==> config.mk <==
export PLATFORM = sky130hd
export DESIGN_NAME = inv_addkey_mix_stage
export DESIGN_NICKNAME = d
export VERILOG_FILES = /design/src/rtl/aes_dec_pkg.sv /design/src/rtl/inv_mix_col.sv /design/src/rtl/inv_addkey_mix_stage.sv
export SDC_FILE = /design/constraint.sdc
export NUM_CORES = 1
export LEC_CHECK = 0
export ABC_AREA = 1
export CORE_ASPECT_RATIO = 1.5
export CORE_UTILIZATION = 58
export DETAILED_ROUTE_END_ITERATION = 12
export PLACE_DENSITY_LB_ADDON = 0.12
export SYNTH_ARGS = -nofsm -noshare
export SYNTH_HDL_FRONTEND = slang
export SYNTH_SLANG_ARGS = --single-unit
==> constraint.sdc <==
create_clock -name clk -period 5.9 [get_ports clk]
set_clock_uncertainty 0.15 [all_clocks]
set_input_delay 1.18 -clock clk [delete_from_list [all_inputs] [get_ports clk]]
set_output_delay 1.18 -clock clk [all_outputs]
set_load 0.1 [all_outputs]
==> src/rtl/aes_dec_pkg.sv <==
// aes_dec_pkg: shared types, constants and GF(2^8) helpers for the AES-256
// decryption datapath.
//   state_t : 128-bit AES state viewed as four 32-bit columns
//             (index 3 = column 0 = bits [127:96], index 0 = column 3)
//   col_t   : one 32-bit column, byte 0 in the MSBs
//   xtime / gmul09 / gmul0b / gmul0d / gmul0e : multiplies in GF(2^8) mod 0x11b
package aes_dec_pkg;

  typedef logic [3:0][31:0] state_t;
  typedef logic [31:0]      col_t;

  // Column indices in transfer order
  localparam logic [1:0] COL0 = 2'd0;
  localparam logic [1:0] COL1 = 2'd1;
  localparam logic [1:0] COL2 = 2'd2;
  localparam logic [1:0] COL3 = 2'd3;

  // Stage FSM encodings
  localparam logic [1:0] ST_IDLE  = 2'd0;
  localparam logic [1:0] ST_COL   = 2'd1;
  localparam logic [1:0] ST_DONE  = 2'd2;
  localparam logic [1:0] ST_DRAIN = 2'd3;

  // Column 0 sits in the top word, so the packed index is the bit-inverse
  // of the column number.
  function automatic logic [1:0] col_idx(input logic [1:0] col);
    return ~col;
  endfunction

  function automatic logic [7:0] xtime(input logic [7:0] b);
    return {b[6:0], 1'b0} ^ (b[7] ? 8'h1b : 8'h00);
  endfunction

  function automatic logic [7:0] gmul09(input logic [7:0] b);
    logic [7:0] x8;
    x8 = xtime(xtime(xtime(b)));
    return x8 ^ b;
  endfunction

  function automatic logic [7:0] gmul0b(input logic [7:0] b);
    logic [7:0] x2, x8;
    x2 = xtime(b);
    x8 = xtime(xtime(x2));
    return x8 ^ x2 ^ b;
  endfunction

  function automatic logic [7:0] gmul0d(input logic [7:0] b);
    logic [7:0] x4, x8;
    x4 = xtime(xtime(b));
    x8 = xtime(x4);
    return x8 ^ x4 ^ b;
  endfunction

  function automatic logic [7:0] gmul0e(input logic [7:0] b);
    logic [7:0] x2, x4, x8;
    x2 = xtime(b);
    x4 = xtime(x2);
    x8 = xtime(x4);
    return x8 ^ x4 ^ x2;
  endfunction

endpackage

==> src/rtl/inv_mix_col.sv <==
// inv_mix_col: combinational InvMixColumns of a single 32-bit column.
//   col_in  : input column, byte 0 in [31:24]
//   col_out : column multiplied by the {0e,0b,0d,09} circulant matrix
module inv_mix_col
  import aes_dec_pkg::*;
(
  input  logic [31:0] col_in,
  output logic [31:0] col_out
);

  logic [7:0] b0, b1, b2, b3;

  assign b0 = col_in[31:24];
  assign b1 = col_in[23:16];
  assign b2 = col_in[15:8];
  assign b3 = col_in[7:0];

  assign col_out[31:24] = gmul0e(b0) ^ gmul0b(b1) ^ gmul0d(b2) ^ gmul09(b3);
  assign col_out[23:16] = gmul09(b0) ^ gmul0e(b1) ^ gmul0b(b2) ^ gmul0d(b3);
  assign col_out[15:8]  = gmul0d(b0) ^ gmul09(b1) ^ gmul0e(b2) ^ gmul0b(b3);
  assign col_out[7:0]   = gmul0b(b0) ^ gmul0d(b1) ^ gmul09(b2) ^ gmul0e(b3);

endmodule

==> src/rtl/inv_addkey_mix_stage.sv <==
// inv_addkey_mix_stage: column-serial AddRoundKey + InvMixColumns for the
// AES-256 decryption round. One column per cycle through a single shared
// inv_mix_col instance; result presented under valid/ready.
//   clk, rst_n          : clock, asynchronous active-low reset
//   in_valid / in_ready : input handshake (in_ready high only when idle)
//   state_in, key_in    : 128-bit state and round key, column 0 = [127:96]
//   bypass_mix          : 1 = result is state_in ^ key_in (no InvMixColumns)
//   out_valid/out_ready : output handshake, out_data held until accepted
//   out_data            : 128-bit result
//   busy                : column processing in progress
// Optional macro INV_MIX_COL_REG_EN: registers the XOR result before the
// InvMix logic, adding one drain cycle (accept-to-valid 5 instead of 4).
module inv_addkey_mix_stage
  import aes_dec_pkg::*;
(
  input  logic         clk,
  input  logic         rst_n,
  input  logic         in_valid,
  output logic         in_ready,
  input  logic [127:0] state_in,
  input  logic [127:0] key_in,
  input  logic         bypass_mix,
  output logic         out_valid,
  input  logic         out_ready,
  output logic [127:0] out_data,
  output logic         busy
);

  logic [1:0] fsm;
  logic [1:0] col_cnt;
  state_t     st_q;
  state_t     key_q;
  logic       byp_q;
  state_t     res_q;

  col_t       x;
  col_t       mix_in;
  col_t       mixed;
  logic       wr_en;
  logic [1:0] wr_col;
  col_t       wr_val;

  assign x = st_q[col_idx(col_cnt)] ^ key_q[col_idx(col_cnt)];

  inv_mix_col u_inv_mix_col (
    .col_in  (mix_in),
    .col_out (mixed)
  );

`ifdef INV_MIX_COL_REG_EN
  col_t       x_q;
  logic       pipe_vld;
  logic [1:0] pipe_col;

  always_ff @(posedge clk or negedge rst_n) begin
    if (!rst_n) begin
      x_q      <= '0;
      pipe_vld <= 1'b0;
      pipe_col <= COL0;
    end else begin
      x_q      <= x;
      pipe_vld <= (fsm == ST_COL);
      pipe_col <= col_cnt;
    end
  end

  assign mix_in = x_q;
  assign wr_en  = pipe_vld;
  assign wr_col = pipe_col;
  assign wr_val = byp_q ? x_q : mixed;
`else
  assign mix_in = x;
  assign wr_en  = (fsm == ST_COL);
  assign wr_col = col_cnt;
  assign wr_val = byp_q ? x : mixed;
`endif

  always_ff @(posedge clk or negedge rst_n) begin
    if (!rst_n) begin
      fsm     <= ST_IDLE;
      col_cnt <= COL0;
      st_q    <= '0;
      key_q   <= '0;
      byp_q   <= 1'b0;
      res_q   <= '0;
    end else begin
      case (fsm)
        ST_IDLE: begin
          if (in_valid) begin
            st_q    <= state_in;
            key_q   <= key_in;
            byp_q   <= bypass_mix;
            col_cnt <= COL0;
            fsm     <= ST_COL;
          end
        end
        ST_COL: begin
          col_cnt <= col_cnt + 2'd1;
          if (col_cnt == COL3) begin
`ifdef INV_MIX_COL_REG_EN
            fsm <= ST_DRAIN;
`else
            fsm <= ST_DONE;
`endif
          end
        end
        ST_DRAIN: fsm <= ST_DONE;
        ST_DONE: begin
          if (out_ready) fsm <= ST_IDLE;
        end
        default: fsm <= ST_IDLE;
      endcase

      if (wr_en) res_q[col_idx(wr_col)] <= wr_val;
    end
  end

  assign in_ready  = (fsm == ST_IDLE);
  assign out_valid = (fsm == ST_DONE);
  assign busy      = (fsm == ST_COL) || (fsm == ST_DRAIN);
  assign out_data  = res_q;

endmodule

After elaboration in Yosys (flattened, before gate mapping). Cells that the tools add are included.

Add/subtract/negate cells: 1. Equal/unequal tests: 7. Bitwise operators: 50. Reduce and logical (&&, ||, !) cells: 7. Multiply operators: 0. Shift operators: 0. Div/mod/pow operators: 0. Multiplexer cells: 26. Order comparisons: 2.

Operator list (count): $xor 8x8->8 (47); $bmux 32 s2 (2); $bwmux 128 (1); $mux 32 (4); $demux 32 s2 (1); $mux 5 (12); $xor 32x32->32 (1); $mux 2 (4); $pmux 2 s4 (1); $xor 8x5->8 (1); $eq 2x2->1 const B (3); $ne 2x1->1 const B (2); $pmux 2 s2 (1); $reduce_and 2->1 (2); $lt 2x3->1 const B (1); $reduce_and 3->1 (1); $add 2x1->2 const B (1); $eq 2x1->1 const B (1); $ge 2x1->1 const B (1); $logic_not 2->1 (1); $ne 2x2->1 const B (1); $not 2->2 (1); $reduce_bool 2->1 (1); $logic_and 1x1->1 (1); $logic_or 1x1->1 (1).

Memories: 0. Bits in latches: 0. Logic and storage cells: 108. Bits in registers: 389. Output and inout bits: 131. RAM bits: 0. ROM bits: 0. Bits of input ports: 261.

Longest topological paths before layout. Gate-level depths: netlist of the first run.

Word-level depth: 17. Depth in mapped cells: 24. Gate-level depth less buffers: 22.

Cells and area by module. Synthesis of the first run repeated with hierarchy kept, for this count alone.

Cells, all modules: 3045. Area, all modules: 22052.4 µm².

By module, submodules not included: inv_addkey_mix_stage (area an instance 18532.8 µm², cells an instance 2387, sequential area each 9734.3 µm², times used 1); inv_mix_col (area an instance 3519.6 µm², cells an instance 658, sequential area each 0.0 µm², times used 1).

Least setup slack after synthesis of the first run. No wires, ideal clock.

Path type: flip-flop to flip-flop. Start: register fsm[0]. End: register st_q[111] (netlist name). Data arrival time: 2.896 ns. Period minus slack after synthesis: 3.180 ns. Data required time: 5.617 ns. Path slack: 2.720 ns. Setup time: 0.133 ns. Stages on the path, launching flop included: 7. Buffers on the path: 2. Cells stage by stage: dfrtp_1 -> nor2_1 -> nand2_1 -> clkinv_1 -> clkbuf_1 -> clkbuf_1 -> o21ai_0.

Longest elaborated chain between the ends: 2.

RTL lines: start, declared (RTL line inv_addkey_mix_stage.sv:29) `logic [1:0] fsm;`; start signal, assigned (RTL line inv_addkey_mix_stage.sv:80) `fsm <= ST_IDLE;`; start signal, assigned (RTL line inv_addkey_mix_stage.sv:94) `fsm <= ST_COL;`; start signal, assigned (RTL line inv_addkey_mix_stage.sv:103) `fsm <= ST_DONE;`; $logic_not 2->1; via in_ready (RTL line inv_addkey_mix_stage.sv:19) `output logic in_ready,`; $reduce_and 2->1 (no source line); end signal, assigned (RTL line inv_addkey_mix_stage.sv:90) `st_q <= state_in;`; end, declared (RTL line inv_addkey_mix_stage.sv:31) `state_t st_q;`.

The timed path passes the listed nets, and every way through them passes these cells. A chain may end at the register's enable or synchronous reset.

Worst setup path after layout of the first run.
Start: register col_cnt[0]. End: register res_q, in the netlist out_data[68].

Longest elaborated chain between the ends: 15. Elaborated cells on any way between the ends: 46. Those cells by class: order compare (2); mux (19); bitwise (24); reduce/logical (1).

RTL lines: start, declared (RTL line inv_addkey_mix_stage.sv:30) `logic [1:0] col_cnt;`; start signal, assigned (RTL line inv_addkey_mix_stage.sv:98) `col_cnt <= col_cnt + 2'd1;`; $not 2->2 * (RTL line aes_dec_pkg.sv:27) `return ~col;`; $bmux 32 s2 (RTL line inv_addkey_mix_stage.sv:43) `assign x = st_q[col_idx(col_cnt)] ^ key_q[col_idx(col_cnt)];`; $mux 32 (not written as such) (RTL line inv_addkey_mix_stage.sv:43); $xor 32x32->32 (RTL line inv_addkey_mix_stage.sv:43); $xor 8x8->8 (RTL line aes_dec_pkg.sv:31) `return {b[6:0], 1'b0} ^ (b[7] ? 8'h1b : 8'h00);`; $mux 5 / $xor 8x8->8 (equally long branches) (RTL line aes_dec_pkg.sv:31); $xor 8x8->8 / $mux 5 (equally long branches) (RTL line aes_dec_pkg.sv:31); $xor 8x8->8 (RTL line aes_dec_pkg.sv:31); $xor 8x8->8, on equally long branches (2 in a row) (RTL line aes_dec_pkg.sv:44, aes_dec_pkg.sv:51); $xor 8x8->8 (3 in a row) (RTL line inv_mix_col.sv:21) `assign col_out[7:0] = gmul0b(b0) ^ gmul0d(b1) ^ gmul09(b2) ^ gmul0e(b3);`; $mux 32 (RTL line inv_addkey_mix_stage.sv:75) `assign wr_val = byp_q ? x : mixed;`; $bwmux 128 * (RTL line inv_addkey_mix_stage.sv:114) `if (wr_en) res_q[col_idx(wr_col)] <= wr_val;`; end signal, assigned by index (RTL line inv_addkey_mix_stage.sv:114); end, declared (RTL line inv_addkey_mix_stage.sv:34) `state_t res_q;`.

Every way passes the cells marked *; elsewhere a longest branch is shown, timed or not. The select of a mux whose other input is x is not followed.

==> results of run 1 <==
## area by class of cell
type | instances | area, sq um | share of cell area, %
Sequential cell | 389 | 9740 | 34.8
Clock inverter | 9 | 126 | 0.451
Inverter | 345 | 1310 | 4.66
Tap cell | 495 | 619 | 2.21
Timing Repair Buffer | 412 | 4130 | 14.7
Multi-Input combinational cell | 2483 | 11000 | 39.4
Clock buffer | 56 | 1070 | 3.81
## registers in the layout, summed over array words and instances, names as in the netlist
| register | count |
|---|---|
| key_q | 128 |
| out_data | 128 |
| st_q | 128 |
| col_cnt | 2 |
| fsm | 2 |
| byp_q | 1 |
## stage by stage
stage,setup WS (ns),utilization (%),cell area (sq um),cells,hold slack (ns)
after detailed placement,1.43,69.6,26800,4124,0.311
after global placement,1.53,69.6,26800,4124,0.308
after floorplan,2.72,-,22700,3354,0.294
final,1.28,72.7,28000,4189,0.326
after global routing,0.962,72.7,28000,4189,0.348
after CTS,1.40,72.7,28000,4189,0.332
## worst paths after layout
check                        startpoint  slack (ns)            to
max                          col_cnt[0]        1.28  out_data[68]
min                        out_data[56]        0.33  out_data[56]
max reg2reg                  col_cnt[0]        1.28  out_data[68]
min reg2reg                out_data[56]        0.33  out_data[56]
max in group asynchronous         rst_n        3.85    col_cnt[0]
min in group asynchronous         rst_n        0.46  out_data[56]
## cell usage in the layout, fill, tap and decap left out, types with 13 or more instances in the layout
cell / synthesis / layout
sky130_fd_sc_hd__buf_4: 13 / 17
sky130_fd_sc_hd__nand2_2: 31 / 32
sky130_fd_sc_hd__xnor2_1: 63 / 63
sky130_fd_sc_hd__xor2_1: 77 / 77
sky130_fd_sc_hd__nor2_1: 36 / 35
sky130_fd_sc_hd__clkbuf_1: 78 / 13
sky130_fd_sc_hd__clkbuf_16: 0 / 38
sky130_fd_sc_hd__inv_1: 314 / 313
sky130_fd_sc_hd__o21ai_0: 220 / 220
sky130_fd_sc_hd__clkinv_1: 17 / 16
sky130_fd_sc_hd__dfrtp_1: 389 / 387
sky130_fd_sc_hd__o211ai_1: 18 / 18
sky130_fd_sc_hd__nand2_1: 1662 / 1661
sky130_fd_sc_hd__inv_2: 14 / 14
sky130_fd_sc_hd__nand3_1: 330 / 330
sky130_fd_sc_hd__clkdlybuf4s50_1: 0 / 390
## logic make-up after synthesis
| group | Yosys count | synth area share (%) |
|---|---|---|
| adder cells (fa/ha/maj) | 4 | 0.220 |
| flip-flops | 389 | 42.8 |
| AND/OR/NAND/NOR | 2075 | 36.7 |
| buffers and inverters | 482 | 8.63 |
| XOR/XNOR | 142 | 5.54 |
| AO/OA/AOI/OAI | 262 | 6.07 |
## critical path, cell delays in order (launching register included)
cell and delay (ns):
sky130_fd_sc_hd__dfrtp_4 0.72, sky130_fd_sc_hd__inv_4 0.83, sky130_fd_sc_hd__buf_12 0.29, sky130_fd_sc_hd__nand2_1 0.08
sky130_fd_sc_hd__nand3_1 0.07, sky130_fd_sc_hd__nand2_1 0.12, sky130_fd_sc_hd__clkinv_1 0.08, sky130_fd_sc_hd__nand2_1 0.05
sky130_fd_sc_hd__nand2_1 0.33, sky130_fd_sc_hd__nand2_1 0.09, sky130_fd_sc_hd__nand2_1 0.24, sky130_fd_sc_hd__nand2_1 0.08
sky130_fd_sc_hd__nand2_1 0.28, sky130_fd_sc_hd__nand2_1 0.12, sky130_fd_sc_hd__nand2_2 0.11, sky130_fd_sc_hd__nand3_1 0.10
sky130_fd_sc_hd__nand2_1 0.07, sky130_fd_sc_hd__nand2_1 0.15, sky130_fd_sc_hd__nand3_1 0.11, sky130_fd_sc_hd__nand3_1 0.13
sky130_fd_sc_hd__nand3_1 0.13, sky130_fd_sc_hd__nand2_1 0.09
## routing by layer
metal,vias to the layer above,part of all wire (%)
met2,1376,51
met3,314,7.5
met4,2,7.3
li1,10900,-
met1,11200,35
met5,-,0.014
==> impl.org, run 1 <==
** Logic synthesis
- Post-Syn Area :: 0.0227 sq mm
- Ranked by total cell area, the synthesized netlist is headed by sky130_fd_sc_hd__dfrtp_1 43%, sky130_fd_sc_hd__nand2_1 27%, sky130_fd_sc_hd__nand3_1 7.3%.
- Mean post-synth cell area :: ~6.8 sq um
- By count the netlist is led by 1,662 x sky130_fd_sc_hd__nand2_1, 389 x sky130_fd_sc_hd__dfrtp_1, 330 x sky130_fd_sc_hd__nand3_1.
- When the netlist entered floorplanning its net count stood at approximately 3,600.
- The synthesized design contains 0 enable-type register cells.
- Unique masters post-synth :: 31
- Proportion of synthesized flip-flops having asynchronous set or reset :: 100%
- Library cell with the highest instance count after synthesis :: sky130_fd_sc_hd__nand2_1
- Primary FF master, synth :: sky130_fd_sc_hd__dfrtp_1
- Yosys warning count :: 0
- Synthesis inferred between 300 and 400 register bits.
- Portion of synthesized cell area occupied by the leading cell type :: a little over two fifths
- Post-synthesis sequential area ratio :: roughly 43%
- Syn Inst Count :: 3,354
- Of all cell types, the one taking the most synthesized area is sky130_fd_sc_hd__dfrtp_1.

** Floorplan
- Floorplan row count :: 88
- From bottom edge to top edge, the die measures 244 um.
- Placeable core region :: ~0.039 sq mm
- For this configuration, the core starts out at a cell density of approximately 59%.
- Horiz. Die Dim :: 164 um
- Area enclosed by the die boundary :: 0.0400 sq mm
- Pin placement for this block handled 392 I/O pins.

** STA
- Maximum frequency from static timing analysis :: 216 MHz
- Setup repair after global routing left no endpoint under its margin.
- Setup violations, final :: 0
- Number of failing hold endpoints at the final stage :: 0
- At the pin with the least slew margin, the transition time is ~1.3 ns.
- Headroom to the max-slew limit :: around 15%
- Share of the clock period used by the worst path after layout :: between 70% and 80%
- The worst path in the final design needs a cycle of roughly 4.6 ns, including I/O delays and setup.
- The number of pins exceeding their max-slew limit in the final report is 0.
- Final total negative setup slack :: 0 ns

** GRT
- First-pass GRT wire length :: 124,000 um
- Maximum number of pins on one net before global-route repair :: approximately 210
- Remaining Overflow, GRT :: 0
- The initial antenna violation count came to 1.
- Met1 demand-to-capacity share in global routing :: between 40% and 50%
- Met2 track demand over resource :: around 70%
- The number of global-route vias before repair was 23,500.
- Top Usage Layer GRT :: met2
- Global routing used 40.3% of the available tracks.
- For this run, global-route usage on met3 was measured as ~5.7%.

** Min path
- Worst hold path class :: reg -> reg
- The worst hold path passes through 2 cells.

** Clocking
- Buffers added to address setup during post-CTS repair amount to 0.
- Maximum number of buffers from clock root to sink :: 3
- Clk Latency, worst-skew pair :: approximately 0.56 ns
- Clock edge transition at the registers on the reported setup and hold paths :: roughly 0.070 ns
- CTS hold repair buffers :: 0
- In this run, CTS created clock tree buffers numbering 37.
- In this run the clock root is driven by a sky130_fd_sc_hd__clkbuf_16.
- Number of H-tree levels :: 2
- CTS saw ~400 sinks.
- Quantity of gates resized following cts :: 0
- Clock tree from TritonCTS :: done

** Critical path
- The worst setup path is launched from a flip-flop.
- Register-to-Register Path Depth :: 21
- By startpoint and endpoint, the worst setup path is classified as reg -> reg.
- Crit path arrival time :: just under 5 ns
- Endpoint kind of the worst setup timing path :: flip-flop
- Of all nets on the critical path, the largest fanout is 94.
- Required time worst endpoint :: 6.18 ns

** Route
- The first routing iteration left between 2,000 and 3,000 violations.
- In the routed layout, each cell is associated on average with a via count of approximately 5.7.
- The final layout contains routed wiring with a total length of between 70,000 and 80,000 um.
- Across all layers, the routed design uses about 24,000 vias.
- DRT Pass-1 Iters :: 9
- Final routed DRC violation total :: 0
- Routed wirelength normalized by instance count :: around 19 um
- Remaining antenna violation count after routing :: 0

** Place
- Port buffering added 391 buffers.
- Routability-driven placement finished with a final weighted congestion of about 1.1.
- Detailed placement finished with a half-perimeter wire length of ~58,000 um.

** Final layout
- The final layout contains just under 4,000 nets.
- Area Growth Syn to Fin :: 23.3%
- The repair_antennas step left the layout with diodes totalling 0.
- The post-route netlist has 3.65% of its cells at a drive strength greater than 1.
- The filler cells instantiated in the layout total around 2,800.

** Job
- Max-cap check violation count :: 0

** Status
- The flow ran to the end, and the final reports show no timing, DRC or antenna violations.
Power of run 1 is left out: the tool's default activity adds up to more than one toggle a clock period on the data nets, which glitch-free logic cannot reach.
==> run 2, diff against run 1 <==
--- a/config.mk
+++ b/config.mk
@@ -7,7 +7,7 @@
 export LEC_CHECK = 0
 export ABC_AREA = 1
 export CORE_ASPECT_RATIO = 1.5
-export CORE_UTILIZATION = 58
+export CORE_UTILIZATION = 54
 export DETAILED_ROUTE_END_ITERATION = 12
 export PLACE_DENSITY_LB_ADDON = 0.12
 export SYNTH_ARGS = -nofsm -noshare
==> constraint.sdc (replaced) <==
create_clock -name clk -period 4.8 [get_ports clk]
set_clock_uncertainty 0.15 [all_clocks]
set_input_delay 0.96 -clock clk [delete_from_list [all_inputs] [get_ports clk]]
set_output_delay 0.96 -clock clk [all_outputs]
set_load 0.1 [all_outputs]
==> impl.org, run 2 (same netlist as run 1, synthesis figures left out) <==
** Min path
- The startpoint identified for the worst hold timing path is out_data[30].
- The path class of the tightest hold or removal check is reg -> reg.
- The worst hold path terminates at out_data[30].
- Hold depth :: 2 (unchanged)

** STA
- Number of failing hold endpoints at the final stage :: 0 (unchanged)
- The transition time at the pin with the least slew margin is 1.28 ns (+0.00182 ns).
- RSZ-0062 raised after global routing :: no
- The aggregate negative setup slack was 0 ns (unchanged).
- Share of the clock period used by the worst path after layout :: 86.4% (+8.0 points)
- The worst-case headroom to the max-slew limit is 14.7% (-0.12 points).
- Final Critical Period :: 4.15 ns (-0.476 ns)
- Maximum frequency from static timing analysis :: 241 MHz (+11%)
- The number of setup violations in the final report came to 0 (unchanged).
- The number of pins exceeding their max-slew limit in the final report came to 0 (unchanged).

** Critical path
- Worst Path Max Fanout :: 70 (-26%)
- The worst register-to-register path ends at out_data[122].
- The worst register-to-register path begins at col_cnt[0].
- The slack of the worst reg-to-reg path was 0.65 ns (-0.62 ns).
- The worst endpoint data arrival time came to 4.43 ns (-0.47 ns).
- STA classifies the critical path endpoint as a flip-flop.
- The setup path with the least slack is of type reg -> reg.
- The cell count of the worst reg-to-reg path was 14 (-33%).
- CP Launch Type :: flip-flop
- The endpoint required time on the critical path was 5.08 ns (-1.10 ns).

** Floorplan
- Boundary Pins :: 392 (unchanged)
- The core footprint was 0.0413 sq mm (+7.2%).
- Initial core utilization :: 55.0% (-4.0 points)
- Area enclosed by the die boundary :: 0.0429 sq mm (+7.3%)
- The die boundary height is 253 um (+3.6%).
- Floorplan row count :: 91 (+3.4%)
- The die boundary width was 170 um (+3.6%).

** Route
- DR vias :: 23,200 (-2.6%)
- The total detailed-routing wirelength was 79,600 um (-0.37%).
- The DRC violation count after routing was 0 (unchanged).
- Detailed router's first-iteration violation count :: 2,130 (-18%)
- Routed wirelength normalized by instance count :: 18.7 um (-2.1%)
- The number of detailed-route iterations in the first pass came to 6 (-3).
- Remaining antenna violation count after routing :: 0 (unchanged)
- Average vias per placed instance :: 5.44 (-4.3%)

** GRT
- Total Routing Usage GR :: 37.5% (-2.8 points)
- The wire length of the first global-routing pass was 123,000 um (-0.61%).
- Initial antenna violation count :: 0 (-1)
- Vias in the first global route :: 22,900 (-2.4%)
- Remaining Overflow, GRT :: 0 (unchanged)
- The maximum number of pins on one net before global-route repair was 177 (-17%).

** Clocking
- The count of cells resized by post-cts repair is 0 (unchanged).
- Num CTS Buffers :: 38 (+2.7%)
- Setup Fix Bufs, Post-CTS :: 0 (unchanged)
- The clock sink total is 389 (unchanged).
- Clk Latency, worst-skew pair :: 0.56 ns (about the same)
- The maximum number of buffers from clock root to sink came to 3 (unchanged).
- The clock slew seen by the registers of the worst setup and hold paths was 0.07 ns (about the same).
- Clock tree from TritonCTS :: done
- Number of H-tree levels :: 2 (unchanged)
- CTS hold repair buffers :: 0 (unchanged)
- The cell sitting at the root of the clock tree is a sky130_fd_sc_hd__clkbuf_16.

** Final layout
- Antenna diode count :: 0 (unchanged)
- Final standard cell utilization of the core :: 68.4% (-4.3 points)
- Area Growth Syn to Fin :: 24.4%
- Fraction of final layout cells sized beyond drive strength 1 :: 4.05% (+0.39 points)
- Nets :: 3,945 (+0.31%)
- Commonest cells after routing, fill and taps aside :: 1,661 x sky130_fd_sc_hd__nand2_1, 390 x sky130_fd_sc_hd__clkdlybuf4s50_1, 387 x sky130_fd_sc_hd__dfrtp_1
- The library cell used most frequently in the layout, excluding fill and tap cells, is sky130_fd_sc_hd__nand2_1.

** Place
- The count of input and output buffers was 391 (unchanged).
- DP Wirelength :: 59,300 um (+2.4%)
- Routability congestion estimate from global placement :: 0.998 (-6.0%)

** Job
- Max-cap check violation count :: 0 (unchanged)

** Status
- Run status :: finished, final reports clean
## run 2: changes by cell type in the layout (fill, tap and decap cells not counted), sizes merged
| cell | previous run | this run |
|---|---|---|
| buf | 22 | 33 |
| clkinv | 20 | 25 |
| clkinvlp | 2 | 1 |
| clkbuf | 56 | 53 |
| inv | 330 | 329 |
## run 2: layout make-up
class	count	area (sq um)
fillers	3368	13000
multi-input cells	2483	11000
flip-flops and latches	389	9740
repair buffers	423	4280
inverters	345	1310
clock buffers	53	1080
well taps	558	698
clock inverters	12	139
## run 2: metal layers
metal	up-vias	track usage [%]	share of wire (%)
met3	285	4.80	6.4
met5	-	0	0
met2	1084	64.8	50
met4	0	27.4	7.9
li1	11000	-	-
met1	10900	42.5	36
## run 2: worst max-delay path by stage
stage          startpoint            end  slack [ns]  depth (start not counted)
6_report       col_cnt[0]  out_data[122]        0.65                         14
5_1_grt        col_cnt[0]  out_data[125]        0.41                         19
4_1_cts        col_cnt[0]  out_data[122]        0.75                         14
3_5_place_dp   col_cnt[0]  out_data[122]        0.76                         14
3_3_place_gp   col_cnt[0]   out_data[90]        0.78                         14
2_1_floorplan      fsm[0]      st_q[111]        1.62                          6
## run 2: metrics by stage
step | instances | worst slack [ns] | area (sq um) | hold slack, ns
floorplan | 3354 | 1.62 | 22700 | 0.294
global placement | 4198 | 0.779 | 27100 | 0.311
detailed placement | 4198 | 0.759 | 27100 | 0.314
CTS | 4263 | 0.745 | 28300 | 0.331
global route | 4263 | 0.406 | 28300 | 0.342
finish | 4263 | 0.652 | 28300 | 0.329
## run 2: worst max-delay path, cell delays in order, from the launching register on
cell and delay (ns):
sky130_fd_sc_hd__dfrtp_4 0.51, sky130_fd_sc_hd__inv_4 0.52, sky130_fd_sc_hd__buf_12 0.32, sky130_fd_sc_hd__nand2_1 0.11
sky130_fd_sc_hd__nand3_1 0.13, sky130_fd_sc_hd__nand2_1 0.36, sky130_fd_sc_hd__inv_2 0.39, sky130_fd_sc_hd__nand2_1 0.12
sky130_fd_sc_hd__nand2_1 0.23, sky130_fd_sc_hd__xnor2_1 0.17, sky130_fd_sc_hd__xor2_1 0.37, sky130_fd_sc_hd__or2_1 0.16
sky130_fd_sc_hd__nand3_1 0.23, sky130_fd_sc_hd__nand3_1 0.16, sky130_fd_sc_hd__nand2_1 0.07
Power of run 2 is left out for the same reason.
